$ cat src/rtl/regfile_pkg.sv
// Shared constants and state type for the register file write scheduler.
// Writing to ZERO_REG is accepted but never reaches the register file.
package regfile_pkg;
    localparam int ADDR_W   = 5;
    localparam int DATA_W   = 32;
    localparam int NUM_REGS = 32;
    localparam int ZERO_REG = 0;

    typedef enum logic {
        CLEAR,
        RUN
    } sched_state_t;
endpackage

$ cat src/rtl/regfile_write_sched_rr_arbiter.sv
// Combinational round-robin arbiter.
// The search starts at ptr and wraps modulo NUM_REQ; the first valid index wins.
module rr_arbiter #(
    parameter int NUM_REQ = 3,
    parameter int PTR_W   = (NUM_REQ > 1) ? $clog2(NUM_REQ) : 1
) (
    input  logic [NUM_REQ-1:0] req,
    input  logic [PTR_W-1:0]   ptr,
    output logic [NUM_REQ-1:0] grant,
    output logic [PTR_W-1:0]   winner,
    output logic               found
);

    always_comb begin
        int idx;
        grant  = '0;
        winner = '0;
        found  = 1'b0;
        idx    = 0;
        for (int off = 0; off < NUM_REQ; off++) begin
            idx = (int'(ptr) + off) % NUM_REQ;
            if (!found && req[idx]) begin
                found       = 1'b1;
                grant[idx]  = 1'b1;
                winner      = PTR_W'(idx);
            end
        end
    end

endmodule

$ cat src/rtl/regfile_write_sched.sv
// Owns the register file write port: a zero-clear sweep after reset, then
// round-robin sharing among the writeback requesters with a registered write.
module regfile_write_sched #(
    parameter int NUM_REQ  = 3,
    parameter int ADDR_W   = regfile_pkg::ADDR_W,
    parameter int DATA_W   = regfile_pkg::DATA_W,
    parameter int NUM_REGS = regfile_pkg::NUM_REGS
) (
    input  logic                      clk,
    input  logic                      reset,
    input  logic [NUM_REQ-1:0]        req_valid,
    input  logic [NUM_REQ*ADDR_W-1:0] req_addr,
    input  logic [NUM_REQ*DATA_W-1:0] req_data,
    output logic [NUM_REQ-1:0]        req_ready,
    output logic                      regWrite,
    output logic [ADDR_W-1:0]         writeReg,
    output logic [DATA_W-1:0]         writeData,
    output logic                      init_done,
    output logic                      inflight_valid,
    output logic [ADDR_W-1:0]         inflight_addr
);
    import regfile_pkg::*;

    localparam int PTR_W = (NUM_REQ > 1) ? $clog2(NUM_REQ) : 1;

    sched_state_t        state, state_next;
    logic [ADDR_W-1:0]   counter;
    logic [PTR_W-1:0]    ptr;
    logic [NUM_REQ-1:0]  grant;
    logic [PTR_W-1:0]    winner;
    logic                found;
    logic [ADDR_W-1:0]   win_addr;
    logic [DATA_W-1:0]   win_data;
    logic                clear_last;
    logic                accept;

    rr_arbiter #(
        .NUM_REQ (NUM_REQ),
        .PTR_W   (PTR_W)
    ) u_arb (
        .req    (req_valid),
        .ptr    (ptr),
        .grant  (grant),
        .winner (winner),
        .found  (found)
    );

    assign win_addr   = req_addr[int'(winner)*ADDR_W +: ADDR_W];
    assign win_data   = req_data[int'(winner)*DATA_W +: DATA_W];
    assign clear_last = (counter == ADDR_W'(NUM_REGS - 1));
    assign accept     = (state == RUN) && found && !reset;

    always_ff @(posedge clk) begin
        if (reset) begin
            state <= CLEAR;
        end else begin
            state <= state_next;
        end
    end

    always_comb begin
        state_next = state;
        req_ready  = '0;
        case (state)
            CLEAR: begin
                if (clear_last) begin
                    state_next = RUN;
                end
            end
            RUN: begin
                if (!reset) begin
                    req_ready = grant;
                end
            end
            default: state_next = CLEAR;
        endcase
    end

    // Address 0 is still granted and advances the pointer, but the write is dropped.
    always_ff @(posedge clk) begin
        if (reset) begin
            counter   <= '0;
            ptr       <= '0;
            regWrite  <= 1'b0;
            writeReg  <= '0;
            writeData <= '0;
            init_done <= 1'b0;
        end else if (state == CLEAR) begin
            regWrite  <= 1'b1;
            writeReg  <= counter;
            writeData <= '0;
            counter   <= counter + ADDR_W'(1);
            if (clear_last) begin
                init_done <= 1'b1;
            end
        end else begin
            regWrite <= 1'b0;
            if (accept) begin
                ptr <= (winner == PTR_W'(NUM_REQ - 1)) ? '0 : winner + PTR_W'(1);
                if (win_addr != ADDR_W'(ZERO_REG)) begin
                    regWrite  <= 1'b1;
                    writeReg  <= win_addr;
                    writeData <= win_data;
                end
            end
        end
    end

    assign inflight_valid = regWrite;
    assign inflight_addr  = writeReg;

endmodule

$ cat config.mk
export PLATFORM = sky130hd
export DESIGN_NAME = regfile_write_sched
export DESIGN_NICKNAME = d
export VERILOG_FILES = /design/src/rtl/regfile_pkg.sv /design/src/rtl/regfile_write_sched_rr_arbiter.sv /design/src/rtl/regfile_write_sched.sv
export SDC_FILE = /design/constraint.sdc
export NUM_CORES = 1
export LEC_CHECK = 0
export CORE_MARGIN = 3
export CORE_UTILIZATION = 35
export DETAILED_ROUTE_END_ITERATION = 7
export GPL_TIMING_DRIVEN = 0
export PLACE_DENSITY_LB_ADDON = 0.2
export SYNTH_ARGS = -nofsm -noshare
export SYNTH_HDL_FRONTEND = slang
export SYNTH_SLANG_ARGS = --single-unit
$ cat constraint.sdc
create_clock -name clk -period 3.4 [get_ports clk]
set_input_delay 0.51 -clock clk [delete_from_list [all_inputs] [get_ports clk]]
set_output_delay 0.51 -clock clk [all_outputs]
set_load 0.03 [all_outputs]
# ---- Word-level counts from Yosys, hierarchy flattened
# Index checks and enable logic that the tools add are counted.
# W data, S select, Z words.
dict set report totals {
  mem_bits_rw 0
  input_bits 116
  memories 0
  romBits 0
  out_inout_bits 48
  regBits 47
  latchBits 0
  elab_cells 81
}
dict set report classes {
  n_mux 35
  n_reduce_logical 16
  mul 1
  n_addsub 4
  div_mod_pow 3
  n_bitwise 3
  order_cmp 6
  n_shift 2
  eq_ne 4
}
# operator count
set op_table {}
lappend op_table {{$ge A32 B1 Y1 const B} 3}
lappend op_table {{$lt A32 B4 Y1 const B} 3}
lappend op_table {{$shiftx A96 B8 Y32} 1}
lappend op_table {{$mod A32 B3 Y32 const B} 2}
lappend op_table {{$mod A3 B3 Y32 const B} 1}
lappend op_table {{$mux W1} 17}
lappend op_table {{$mux W3} 5}
lappend op_table {{$mux W5} 3}
lappend op_table {{$shiftx A15 B6 Y5} 1}
lappend op_table {{$mux W2} 4}
lappend op_table {{$reduce_and A2 Y1} 4}
lappend op_table {{$logic_and A1 B1 Y1} 7}
lappend op_table {{$bmux W1 S2} 3}
lappend op_table {{$demux W1 S2} 3}
lappend op_table {{$or A3 B3 Y3} 2}
lappend op_table {{$add A5 B1 Y5 const B} 1}
lappend op_table {{$eq A5 B5 Y1 const B} 1}
lappend op_table {{$mul A2 B3 Y5 const B} 1}
lappend op_table {{$reduce_bool A5 Y1} 1}
lappend op_table {{$ne A2 B1 Y1 const B} 2}
lappend op_table {{$add A2 B1 Y3 const B} 1}
lappend op_table {{$add A2 B2 Y3 const B} 1}
lappend op_table {{$logic_not A1 Y1} 3}
lappend op_table {{$add A2 B1 Y2 const B} 1}
lappend op_table {{3 further kinds} 3}

# ---- Depth between registers and ports, before layout
# Gate-level depths: netlist of run 1.
dict set report depth {
  depth_word 17
  ltp_mapped 13
  ltp_nobuf 10
}

# ---- Cells and area by module
# From an unflattened synthesis of run 1, not the netlist that was laid out.
dict set report unflattened {
  cells_unflattened 334
  area_unflattened_um2 2906.5
}
# module seq_area_each_um2 cells_per_inst instances area_per_inst_um2
set modules_own_cells {}
lappend modules_own_cells {regfile_write_sched 940.9 282 1 2524.9}
lappend modules_own_cells {rr_arbiter 0.0 52 1 381.6}

# ---- Worst setup path before layout of run 1
# OpenSTA, ideal clock, no wires.
dict set report synth_path {
  kind {reg-to-reg}
  from {register ptr[1]}
  to {register writeData[0]}
  period_less_slack_ns 3.281
  arrival_ns 3.209
  path_slack_ns 0.119
  path_buffers 2
  path_stages_with_launch 13
  setup_ns 0.072
  t_required_ns 3.328
  cell_sequence {dfxtp_1 > inv_1 > ha_1 > buf_4 > mux2_4 > a21oi_1 > a21oi_1 > nor2_1 > mux2_2 > or3_4 > o21ai_4 > buf_6 > mux2i_1}
}
dict set report synth_via {
  elab_chain_len 15
  elab_cells_between_ends 31
  classes_between {2 x add/sub; 1 x mul; 3 x div; 2 x shift; 15 x mux; 8 x reduce/logical}
}
# item line_no
set synth_rtl {}
lappend synth_rtl {{start: declaration} regfile_write_sched.sv:28} ;# logic [PTR_W-1:0] ptr;
lappend synth_rtl {{start signal: assignment} regfile_write_sched.sv:99} ;# ptr <= (winner == PTR_W'(NUM_REQ - 1)) ? '0 : winner + PTR_W'(1);
lappend synth_rtl {{branches (longest 15 deep; another with $mod A32 B3 Y32)} n/a}
lappend synth_rtl {{end signal: assignment} regfile_write_sched.sv:103} ;# writeData <= win_data;
lappend synth_rtl {{end: declaration} regfile_write_sched.sv:17} ;# output logic [DATA_W-1:0] writeData,
# Several ways; the timed one is not identified. The select of a mux whose other input is x is not followed.
# A chain may end at the register's enable or synchronous reset.

# ---- Worst setup path after layout of run 1
dict set report layout_path {
  from {input req_valid[0]}
  to {register writeData[13]}
}
dict set report layout_via {
  elab_chain_len 14
  elab_cells_between_ends 26
  classes_between {1 x mul; 2 x shift; 15 x mux; 8 x reduce/logical}
}
# item line_no
set layout_rtl {}
lappend layout_rtl {{start: declaration} regfile_write_sched.sv:11} ;# input logic [NUM_REQ-1:0] req_valid,
lappend layout_rtl {{$bmux W1 S2} regfile_write_sched_rr_arbiter.sv:22} ;# if (!found && req[idx]) begin
lappend layout_rtl {{$mux W1 (implied by the code) (2 in a row)} regfile_write_sched_rr_arbiter.sv:22}
lappend layout_rtl {{$mux W1} regfile_write_sched_rr_arbiter.sv:22}
lappend layout_rtl {{$logic_not A1 Y1} regfile_write_sched_rr_arbiter.sv:22}
lappend layout_rtl {{$logic_and A1 B1 Y1} regfile_write_sched_rr_arbiter.sv:22}
lappend layout_rtl {{$mux W1} regfile_write_sched_rr_arbiter.sv:22}
lappend layout_rtl {{$logic_not A1 Y1} regfile_write_sched_rr_arbiter.sv:22}
lappend layout_rtl {{$logic_and A1 B1 Y1} regfile_write_sched_rr_arbiter.sv:22}
lappend layout_rtl {{$mux W2} regfile_write_sched_rr_arbiter.sv:22}
lappend layout_rtl {{$mul A2 B3 Y5} regfile_write_sched.sv:48} ;# assign win_addr = req_addr[int'(winner)*ADDR_W +: ADDR_W];
lappend layout_rtl {{$shiftx A15 B6 Y5} regfile_write_sched.sv:48}
lappend layout_rtl {{$reduce_bool A5 Y1} regfile_write_sched.sv:100} ;# if (win_addr != ADDR_W'(ZERO_REG)) begin
lappend layout_rtl {{$reduce_and A2 Y1 (no source line)} n/a}
# Parallel ways exist; a longest one is shown, timed or not. The select of a mux whose other input is x is not followed.

==> impl_metrics.py, run 1 <==
metrics = {
    "run_status": {
        "outcome": "complete, but fails checks",
        "violations": "setup timing",
    },
    "logic_synthesis": {
        "synth_edf_count": 0,
        "syn_inst": 350,
        "synth_warnings": 0,
        "syn_area_per_cell_um2": 8.40,
        "ys_seq_elements": 47,
        "yosysSeqAreaShare_pct": 32.0,
        "synth.distinct_cells": 41,
        "async_flop_share_pct": 0,
        "syn_area_um2": 2940,
        "ys.flop_type": "dfxtp_1",
        "synth_fp_nets": 472,
    },
    "global_routing": {
        "grt_antenna_before_repair": 0,
        "grt_pass1_wl_um": 15700,
        "grt-ovfl-total": 0,
        "grt_max_degree": 15,
        "grt_pass1_vias": 3228,
        "grtUsageTotal_pct": 19.8,
    },
    "clock_network": {
        "cts_tree": "done",
        "cts_hold_buffers": 0,
        "cts_sinks": 47,
        "cts_buffer_depth": 2,
        "clk-insertion-delay-late_ns": 0.30,
        "clk_pin_slew_worst_paths_ns": 0.09,
        "cts_buffers": 5,
        "root_buffer": "clkbuf_8",
        "h-tree-depth": 2,
    },
    "final_layout": {
        "fillers": 681,
        "nNetsFinal": 661,
        "area.growth.synth_to_final_pct": 75.4,
        "design_area_um2": 5160,
        "drive_above_1_share_pct": 11.5,
        "antenna_cells": 0,
    },
    "power_and_ir_drop": {
        "powerDensity_nw_per_um2": 254,
        "ir_drop_uv": 166,
        "leakage_nw": 2.18,
        "power_mw": 1.31,
    },
    "placed_design": {
        "place_area_um2": 4690,
        "port-buffer-count": 162,
        "place.gp.congestion": 0.874,
        "pre_cts_ws_ns": -0.601,
        "dp_hpwl_um": 7430,
    },
    "worst_setup_path": {
        "critPathLaunchType": "input port",
        "worst-setup-path-type": "input port to register",
        "endpoint_kind": "register",
        "cp_max_fo": 5,
        "critPathArrivalTime_ns": 3.64,
        "required_ns": 3.63,
    },
    "timing": {
        "tightestPinTransition_ns": 0.751,
        "timing.final.hold_violations": 0,
        "setup_slack_ns": -0.0116,
        "fmax_mhz": 293,
        "drv_slew": 0,
        "maxSlewHeadroom_pct": 50.0,
        "finalCritPeriodShare_pct": 100,
        "skew_ns": 0.00993,
        "grt_setup_unrepaired": "true",
        "setup_violations": 2,
        "min_period_ns": 3.41,
    },
    "floorplanning": {
        "die_height_um": 97.7,
        "initial_utilization_pct": 37.1,
        "io_pins": 164,
        "die_area_um2": 9540,
        "die-width_um": 97.7,
        "core.rowCount": 32,
        "coreArea_um2": 7930,
    },
    "detailed_routing": {
        "wl_um": 9850,
        "dr.first_iter.drc_count": 73,
        "vias": 3202,
        "drtPass1Iterations": 4,
        "viasPerCell": 5.00,
        "postRouteAntennaNets": 0,
        "wl_per_cell_um": 15.4,
        "post-route-drc-count": 0,
    },
    "hold_path": {
        "min_path_type": "register to register",
    },
    "flow_run": {
        "cap_violations": 0,
    },
}
worst paths after layout:
path	startpoint	to	slack [ns]	cells after the start
hold reg to reg	writeData[9]	writeData[9]	0.46	2
hold / removal	writeData[9]	writeData[9]	0.46	2
setup reg to reg	ptr[1]	writeData[13]	0.02	14
setup / recovery	req_valid[0]	writeData[13]	-0.01	12
stage by stage:
stage               instances  hold WS [ns]  TNS [ns]  utilization, %
finish                    641         0.462   -0.0224            65.1
global route              641         0.490     -1.33            65.1
CTS                       631         0.466         0            62.8
detailed placement        614         0.452    -19.42            59.2
global placement          614         0.444    -16.60            59.2
floorplan                 350         0.475         0               -
area by class of cell:
cell class | count | area [um^2] | share of cell area, %
plain buffers | 28 | 183 | 3.54
clock buffers | 5 | 68.8 | 1.33
clock inverters | 2 | 37.5 | 0.728
inverters | 5 | 21.3 | 0.412
multi-input cells | 269 | 1900 | 36.9
flip-flops and latches | 47 | 948 | 18.4
well taps | 102 | 128 | 2.47
repair buffers | 183 | 1870 | 36.2
report_power, final:
part | switching, mW | leakage (nW) | internal, mW
Sequential | 0.00586 | 0.381 | 0.554
Combinational | 0.141 | 1.75 | 0.208
Clock | 0.186 | 0.0502 | 0.215
Total | 0.333 | 2.18 | 0.978
flip-flops by register name (all words and copies together) (netlist names):
name and count:
init_done 1, writeData 32, inflight_valid 1, state 1, ptr 2, counter 5, inflight_addr 5
placed cells by master, fill, tap and decap left out, types with 3 or more instances in the layout:
| cell type | synthesis | final |
|---|---|---|
| clkdlybuf4s50_1 | 0 | 161 |
| mux2i_1 | 75 | 72 |
| nor2_1 | 52 | 51 |
| dfxtp_1 | 47 | 45 |
| a21oi_1 | 42 | 41 |
| nand2_1 | 38 | 38 |
| buf_4 | 7 | 20 |
| clkbuf_1 | 13 | 13 |
| buf_6 | 4 | 5 |
| a211oi_1 | 5 | 5 |
| clkbuf_8 | 0 | 5 |
| inv_1 | 5 | 4 |
| nor3_1 | 5 | 4 |
| o211ai_1 | 4 | 4 |
| buf_1 | 4 | 4 |
| buf_12 | 0 | 4 |
| o41ai_1 | 4 | 4 |
| ha_1 | 6 | 4 |
| nand3b_1 | 3 | 3 |
| mux2_4 | 1 | 3 |
| nor2b_1 | 3 | 3 |
critical path: stages:
cell and delay [ns]:
clkdlybuf4s50_1 0.48, mux2_4 0.33, a211oi_4 0.28, o22ai_2 0.14, buf_6 0.14, mux2_4 0.29, mux2_4 0.28, or3_4 0.41
o21ai_4 0.28, buf_12 0.17, clkbuf_16 0.15, mux2i_1 0.18
cells in the mapped netlist (5+ instances only):
library cell	number	share of area, %
buf_4	7	1.8
clkbuf_1	13	1.7
a21oi_1	42	7.1
inv_1	5	0.64
nor2_1	52	6.6
nor3_1	5	0.85
a211oi_1	5	1.3
dfxtp_1	47	32
ha_1	6	2.6
mux2i_1	75	26
nand2_1	38	4.9
metal layers:
metal  vias up  GRT usage (%)  routed length [um]
li1       1607              -                   -
met1      1464           24.3                4210
met2       122           34.6                4810
met3         9           5.10                 722
met4         0           4.47                 110
met5         -              0                   0
kinds of logic after synthesis:
group	after synthesis	share of synthesized area, %
flops	47	32.0
buf+inv	34	6.30
fa+ha+maj	6	2.55
mux	80	27.6
xor+xnor	3	0.894
simple gates	112	16.4
compound gates	68	14.3
timing repair:
item	CTS	global route
pin swaps	4	5
gates cloned	1	2
setup buffers	9	9
gates resized for setup	16	19
setup endpoints to repair	37	34
No activity file was read; power rests on OpenSTA's default activity.
==> inputs of run 2 (changes only) <==
Settings changed: CORE_UTILIZATION 35 to 39.
Clock period 3.4 ns to 3.7 ns, I/O delays scaled along.
==> run 2 against run 1 <==
Effect of this change: the flow now finishes without violations; die area is 9.6% lower; flip-flop and latch count unchanged; final area is 5.1% lower; clock skew is 0.0020 ns lower; count of clock-buffer cells in the layout is 1 higher; via count is 2.6% lower; critical path depth is 1 higher; wire length down 8.4%; critical path type is now register to register; highest routed layer unchanged.
==> impl_metrics.py, run 2 (synthesis results as in run 1) <==
metrics = {
    "run_status": {
        "outcome": "finished clean",
    },
    "floorplanning": {
        "coreArea_um2": 7290,
        "die_height_um": 92.8,
        "io_pins": 164,
        "die-width_um": 92.8,
        "die_area_um2": 8620,
        "core.rowCount": 31,
        "initial_utilization_pct": 40.3,
    },
    "worst_setup_path": {
        "reg2reg_slack_ns": 0.20,
        "required_ns": 3.92,
        "rr_worst_depth": 13,
        "critical_path.cell_chain": "inv_1 > ha_1 > buf_4 > mux2_4 > a211oi_2 > o22ai_2 > buf_6 > mux2_1 > mux2_2 > or3_4 > o21ai_4 > buf_8 > mux2i_1",
        "cp-endpoint": "writeData[16]",
        "crit_path_top_delay_cell": "or3_4",
        "cp_max_fo": 10,
        "critPathLaunchType": "register",
        "crit_start": "ptr[1]",
        "cpPeakStageDelay_ns": 0.40,
        "rr_endpoint": "writeData[16]",
        "critPathArrivalTime_ns": 3.72,
        "timing.rr.start": "ptr[1]",
        "endpoint_kind": "register",
        "worst-setup-path-type": "register to register",
    },
    "global_routing": {
        "grt-ovfl-total": 0,
        "grtUsageTotal_pct": 19.6,
        "grt_pass1_wl_um": 13900,
        "grt_max_degree": 15,
        "grt_pass1_vias": 2987,
        "grt_antenna_before_repair": 0,
    },
    "detailed_routing": {
        "postRouteAntennaNets": 0,
        "dr.first_iter.drc_count": 94,
        "vias": 3119,
        "wl_um": 9020,
        "wl_per_cell_um": 14.4,
        "viasPerCell": 4.99,
        "drtPass1Iterations": 5,
        "post-route-drc-count": 0,
    },
    "placed_design": {
        "port-buffer-count": 162,
        "dp_hpwl_um": 7370,
        "place.gp.congestion": 0.845,
        "dp_cells": 611,
        "place_area_um2": 4690,
    },
    "hold_path": {
        "min_delay_path_depth": 2,
        "min_path_type": "register to register",
        "min_from": "writeData[22]",
    },
    "final_layout": {
        "ff_latch_area_um2": 941,
        "area.growth.synth_to_final_pct": 66.4,
        "final_common_cell": "clkdlybuf4s50_1",
        "final_cells": 625,
        "final_cell_mix": "162 x clkdlybuf4s50_1, 74 x mux2i_1, 51 x nor2_1",
        "fillers": 667,
        "multi_input_area_um2": 1830,
        "largest_reg_flops": 32,
        "design_area_um2": 4890,
        "top_register": "writeData",
        "drive_above_1_share_pct": 6.84,
        "nNetsFinal": 647,
        "antenna_cells": 0,
    },
    "clock_network": {
        "cts_sinks": 47,
        "clk-insertion-delay-late_ns": 0.29,
        "cts_buffers": 5,
        "cts_tree": "done",
        "root_buffer": "clkbuf_8",
        "cts_buffer_depth": 2,
        "h-tree-depth": 2,
        "clk_pin_slew_worst_paths_ns": 0.08,
    },
    "timing": {
        "finalCritPeriodShare_pct": 94.7,
        "skew_ns": 0.00790,
        "drv_slew": 0,
        "setup_violations": 0,
        "tightestPinTransition_ns": 0.766,
        "fmax_mhz": 285,
        "min_period_ns": 3.50,
        "timing.final.hold_violations": 0,
        "maxSlewHeadroom_pct": 48.9,
    },
    "power_and_ir_drop": {
        "leakage_nw": 2.05,
        "powerDensity_nw_per_um2": 257,
        "ir_drop_uv": 221,
        "power_mw": 1.26,
    },
    "flow_run": {
        "cap_violations": 0,
    },
}
-- run 2: changes by cell type in the layout (fill, tap and decap cells not counted), sizes merged --
| cell | delta |
|---|---|
| buf | -12 |
| bufinv | +1 |
| clkbuf | -1 |
| clkdlybuf4s50 | +1 |
| clkinvlp | -1 |
| dlymetal6s2s | -1 |
-- run 2: timing repair --
action | 4_1_cts | 5_1_grt
endpoints found under the hold margin | 0 | 0
resized for setup | 1 | 6
buffers inserted | 0 | 6
setup endpoints to repair | 30 | 31
hold buffers | 0 | 0
pin swaps | 0 | 1
-- run 2: report_power, final --
part | total [mW] | internal (mW) | switching [mW]
sequential | 0.516 | 0.511 | 0.00520
combinational | 0.307 | 0.183 | 0.123
clock | 0.437 | 0.270 | 0.167
total | 1.26 | 0.964 | 0.296
-- run 2: critical path: cells and delay by family (launching register included) --
family	cells	cell delay, ns
multiplexers	4	1.15
AO/OA/AOI/OAI	3	0.74
buffers and inverters	4	0.60
AND/OR/NAND/NOR	1	0.40
flip-flops	1	0.36
adder cells (fa/ha/maj)	1	0.18
-- run 2: area by class of cell --
| cell class | instances | area share, % |
|---|---|---|
| plain buffers | 29 | 3.63 |
| clock buffers | 6 | 1.48 |
| clock inverters | 2 | 1.23 |
| inverters | 5 | 0.384 |
| multi-input cells | 269 | 37.4 |
| flip-flops and latches | 47 | 19.2 |
| well taps | 99 | 2.53 |
| repair buffers | 168 | 34.1 |
-- run 2: worst min-delay path by stage --
stage	slack [ns]	end
floorplan	0.48	inflight_addr[3]
global placement	0.44	writeData[19]
detailed placement	0.45	writeData[22]
CTS	0.46	writeData[22]
global route	0.48	writeData[22]
finish	0.46	writeData[22]
-- run 2: metrics by stage --
stage	hold slack, ns	util (%)	setup TNS, ns	setup slack, ns
after floorplan	0.475	-	0	0.419
after global placement	0.443	64.3	-7.51	-0.253
after detailed placement	0.454	64.3	-10.94	-0.382
after CTS	0.464	66.1	0	0.00819
after global routing	0.482	67.1	-0.00825	-0.00715
final	0.461	67.1	0	0.195
-- run 2: per-layer routing --
layer	track usage, %	vias up	wire length [um]
met4	3.66	0	55
li1	-	1573	-
met5	0	-	0
met3	7.31	6	920
met1	22.9	1419	3610
met2	34.5	121	4430
==> RTL change 1 (config.mk and constraints of run 2) <==
Reset style: asynchronous (`reset`), changed in 2 clocked blocks.
--- a/src/rtl/regfile_write_sched.sv
+++ b/src/rtl/regfile_write_sched.sv
@@ -50,7 +50,7 @@
     assign clear_last = (counter == ADDR_W'(NUM_REGS - 1));
     assign accept     = (state == RUN) && found && !reset;
 
-    always_ff @(posedge clk) begin
+    always_ff @(posedge clk or posedge reset) begin
         if (reset) begin
             state <= CLEAR;
         end else begin
@@ -77,7 +77,7 @@
     end
 
     // Address 0 is still granted and advances the pointer, but the write is dropped.
-    always_ff @(posedge clk) begin
+    always_ff @(posedge clk or posedge reset) begin
         if (reset) begin
             counter   <= '0;
             ptr       <= '0;
Function: differs if reset is asserted again (counterexample within 4 cycles, from zero or initial values and one cycle with reset high); with reset held inactive, the same outputs for 10 cycles.
==> RTL change 1 against run 2 <==
Area after synthesis rose by 11%. Cell count fell by 1.4%. Clock skew increased by 0.0086 ns. Sequential cell count is the same. Final area is 5.6% higher. Synthesized cell count fell by 2.3%. Utilization shrank 1.9 points. Global-route usage grew 0.61 points. Routed wire length rose by 8.2%. Setup slack better by 0.086 ns. Highest routed layer unchanged.
Power is left out: it rests on default switching activity, and per cell area and clock period it moved more than threefold.
==> RTL change 1: results <==
metrics = {
    "routing": {
        "met3_length_microns": 800,
        "first_pass_iters": 4,
        "vias": 3179,
        "dr_wl_met2_microns": 5020,
        "wl_met1_microns": 3840,
    },
    "final_layout": {
        "final_area_sq_um": 5170,
        "clkCellAreaFrac": 0.0218,
        "multiInputGateArea_sq_um": 1860,
        "fillCellCount": 672,
        "nNonClkBuffers": 192,
        "nNetsFinal": 635,
        "inverters": 8,
    },
    "setup_path": {
        "r2r_slack_ns": 0.51,
        "worst-r2r-cell-count": 11,
        "slowest_stage": "clkdlybuf4s50_1",
        "slowest_delay_ns": 0.71,
        "reg2reg_to": "writeData[5]",
        "crit_family": "buffers and inverters",
    },
    "cts": {
        "insertion_delay_ns": 0.31,
        "post_cts_resized": 0,
    },
    "grt": {
        "use_met1": 0.239,
        "grt_usage": 0.203,
        "grt_pass1_vias": 3186,
        "grt_pass1_wl_microns": 15700,
        "grt_max_degree": 30,
    },
    "outcome": {
        "status": "complete, no violations",
    },
    "synth": {
        "synthArstFlopShare": 1.00,
        "synth_common_cells": "mux2i_1, dfrtp_1, nand2_1, nor2_1, a21oi_1",
        "ys_seq_area_frac": 0.359,
        "synth_fa_ha_area_frac": 0.0229,
        "yosysUniqueCellTypes": 47,
    },
    "placement": {
        "place_hpwl_microns": 7710,
        "port_buffers": 163,
    },
    "sta": {
        "skew_ns": 0.0165,
        "max-slew-margin-rel": 0.471,
    },
    "floorplanning": {
        "design.die.area_sq_um": 9530,
    },
    "worst_hold_path": {
        "hold_depth": 1,
        "hold_path_end": "init_done",
        "min_from": "init_done",
    },
}
==> RTL change 1: cell count changes in the layout (fill, tap and decap cells not counted), moves of 4 or more <==
| cell | run 2 | this run |
|---|---|---|
| dfxtp_1 | 47 | 0 |
| o211ai_1 | 4 | 0 |
| dfrtp_1 | 0 | 47 |
| o41ai_1 | 4 | 0 |
| buf_12 | 0 | 4 |
| o21ai_0 | 1 | 5 |
| a31o_2 | 0 | 5 |
| mux2_2 | 3 | 8 |
| buf_4 | 13 | 7 |
| nor2_1 | 51 | 38 |
| a21oi_1 | 42 | 32 |
==> RTL change 1: worst max-delay path by stage <==
stage	endpoint	slack (ns)	depth (start not counted)
final	req_ready[0]	0.28	8
after global routing	req_ready[0]	0.1	8
after CTS	req_ready[0]	0.26	8
after detailed placement	writeData[7]	0.21	9
after global placement	req_ready[2]	-0.64	5
after floorplan	req_ready[0]	0.53	3
==> RTL change 2 (flow settings as in run 2) <==
Without the edit above. Change the package constant `ZERO_REG` from 0 to 1.
--- a/src/rtl/regfile_pkg.sv
+++ b/src/rtl/regfile_pkg.sv
@@ -4,7 +4,7 @@
     localparam int ADDR_W   = 5;
     localparam int DATA_W   = 32;
     localparam int NUM_REGS = 32;
-    localparam int ZERO_REG = 0;
+    localparam int ZERO_REG = 1;
 
     typedef enum logic {
         CLEAR,
Formal check against the unedited RTL: same outputs for any inputs over 10 cycles, from zero or initial values and one cycle with reset high; that may be too few to reach the edited logic, so the function may still have changed.
==> RTL change 2 against run 2 <==
Hold slack got worse by 0.00099 ns. Area after synthesis increased by 5.4%. Total power increased by 3.0%. Setup slack improved by 0.11 ns. Count of clock-buffer cells in the layout decreased by 1. Cell count increased by 7.4%. Sequential share of layout area decreased by 0.36 points. Final area increased by 1.9%. Critical path depth decreased by 3. Die area increased by 5.0%. Sequential cell count unchanged. Clock power increased by 8.7%. Combinational power about the same. Routed wire length increased by 17%. Critical endpoint is now req_ready[1].
==> RTL change 2: results <==
metrics = {
    "placement": {
        "place_hpwl_microns": 8070,
        "dpl.cell_count": 663,
    },
    "outcome": {
        "status": "complete, no violations",
    },
    "sta": {
        "timing.fmax_mhz": 295,
        "skew_ns": 0.00554,
        "max-slew-margin-rel": 0.513,
    },
    "routing": {
        "drt_wl_total_microns": 10600,
        "vias": 3599,
        "drtIter0Drc": 152,
    },
    "final_layout": {
        "fillCellCount": 636,
        "drive_gt1_frac": 0.0577,
        "nNetsFinal": 693,
    },
    "synth": {
        "yosysUniqueCellTypes": 52,
        "ys_seq_area_frac": 0.304,
        "syn-num-nets": 524,
    },
    "grt": {
        "grt_usage": 0.223,
    },
    "setup_path": {
        "crit_family": "buffers and inverters",
        "crit_path_end": "req_ready[1]",
        "crit_arrival_ns": 2.84,
        "crit_start": "ptr[0]",
        "slowest_stage": "clkdlybuf4s50_1",
        "crit_fanout": 8,
        "reg2reg_to": "writeData[1]",
    },
    "pwr": {
        "power.internal_uw": 961,
    },
    "cts": {
        "clk_pin_slew_ns": 0.10,
        "post_cts_resized": 0,
    },
}
RTL change 2: cell types whose count changed in the layout (fill, tap and decap cells not counted), moves of 4 or more:
cell      delta
a21oi_1     +30
buf_4        -6
clkbuf_1     +6
mux2i_1     -34
nand2_1     +36
nand3_1     +31
nor2_1      -30
o21ai_0      +4
o41ai_1      -4
RTL change 2: layer usage:
layer | up-vias | wire length (microns) | global-route usage
met4 | 0 | 304 | 0.0709
met5 | - | 0 | 0
met3 | 25 | 904 | 0.0481
li1 | 1739 | - | -
met1 | 1680 | 4240 | 0.261
met2 | 155 | 5130 | 0.401
RTL change 2: power groups by stage:
stage | logic (uW) | clock network (uW) | registers (uW)
2_1_floorplan | 135 | 0 | 530
3_3_place_gp | 300 | 0 | 527
3_5_place_dp | 305 | 0 | 527
4_1_cts | 307 | 479 | 515
5_1_grt | 336 | 499 | 516
6_report | 308 | 475 | 515
RTL change 2: logic make-up after synthesis:
group,synth area share
AOI/OAI and AO/OA,0.193
adders and majority gates,0.0242
and+or+nand+nor,0.236
buffers and inverters,0.0852
xor gates and xnor gates,0.00565
muxes,0.152
DFF,0.304
RTL change 2: cell type report:
cell class,count,area (sq um),share of cell area
buffer,38,249,0.0499
clock buffer,5,68.8,0.0138
clock inverter,3,71.3,0.0143
inverter,4,15.0,0.00301
multi-input combinational,313,1890,0.380
sequential,47,941,0.189
tap,99,124,0.0248
timing repair buffer,162,1620,0.325
RTL change 2: worst min path at each step:
stage / to / cells after the start / slack, ns
after floorplan: counter[0] / 2 / 0.47
after CTS: writeData[20] / 2 / 0.46
final: writeData[20] / 2 / 0.46
after global routing: writeData[6] / 2 / 0.49
after global placement: writeData[15] / 2 / 0.44
after detailed placement: writeData[12] / 2 / 0.45
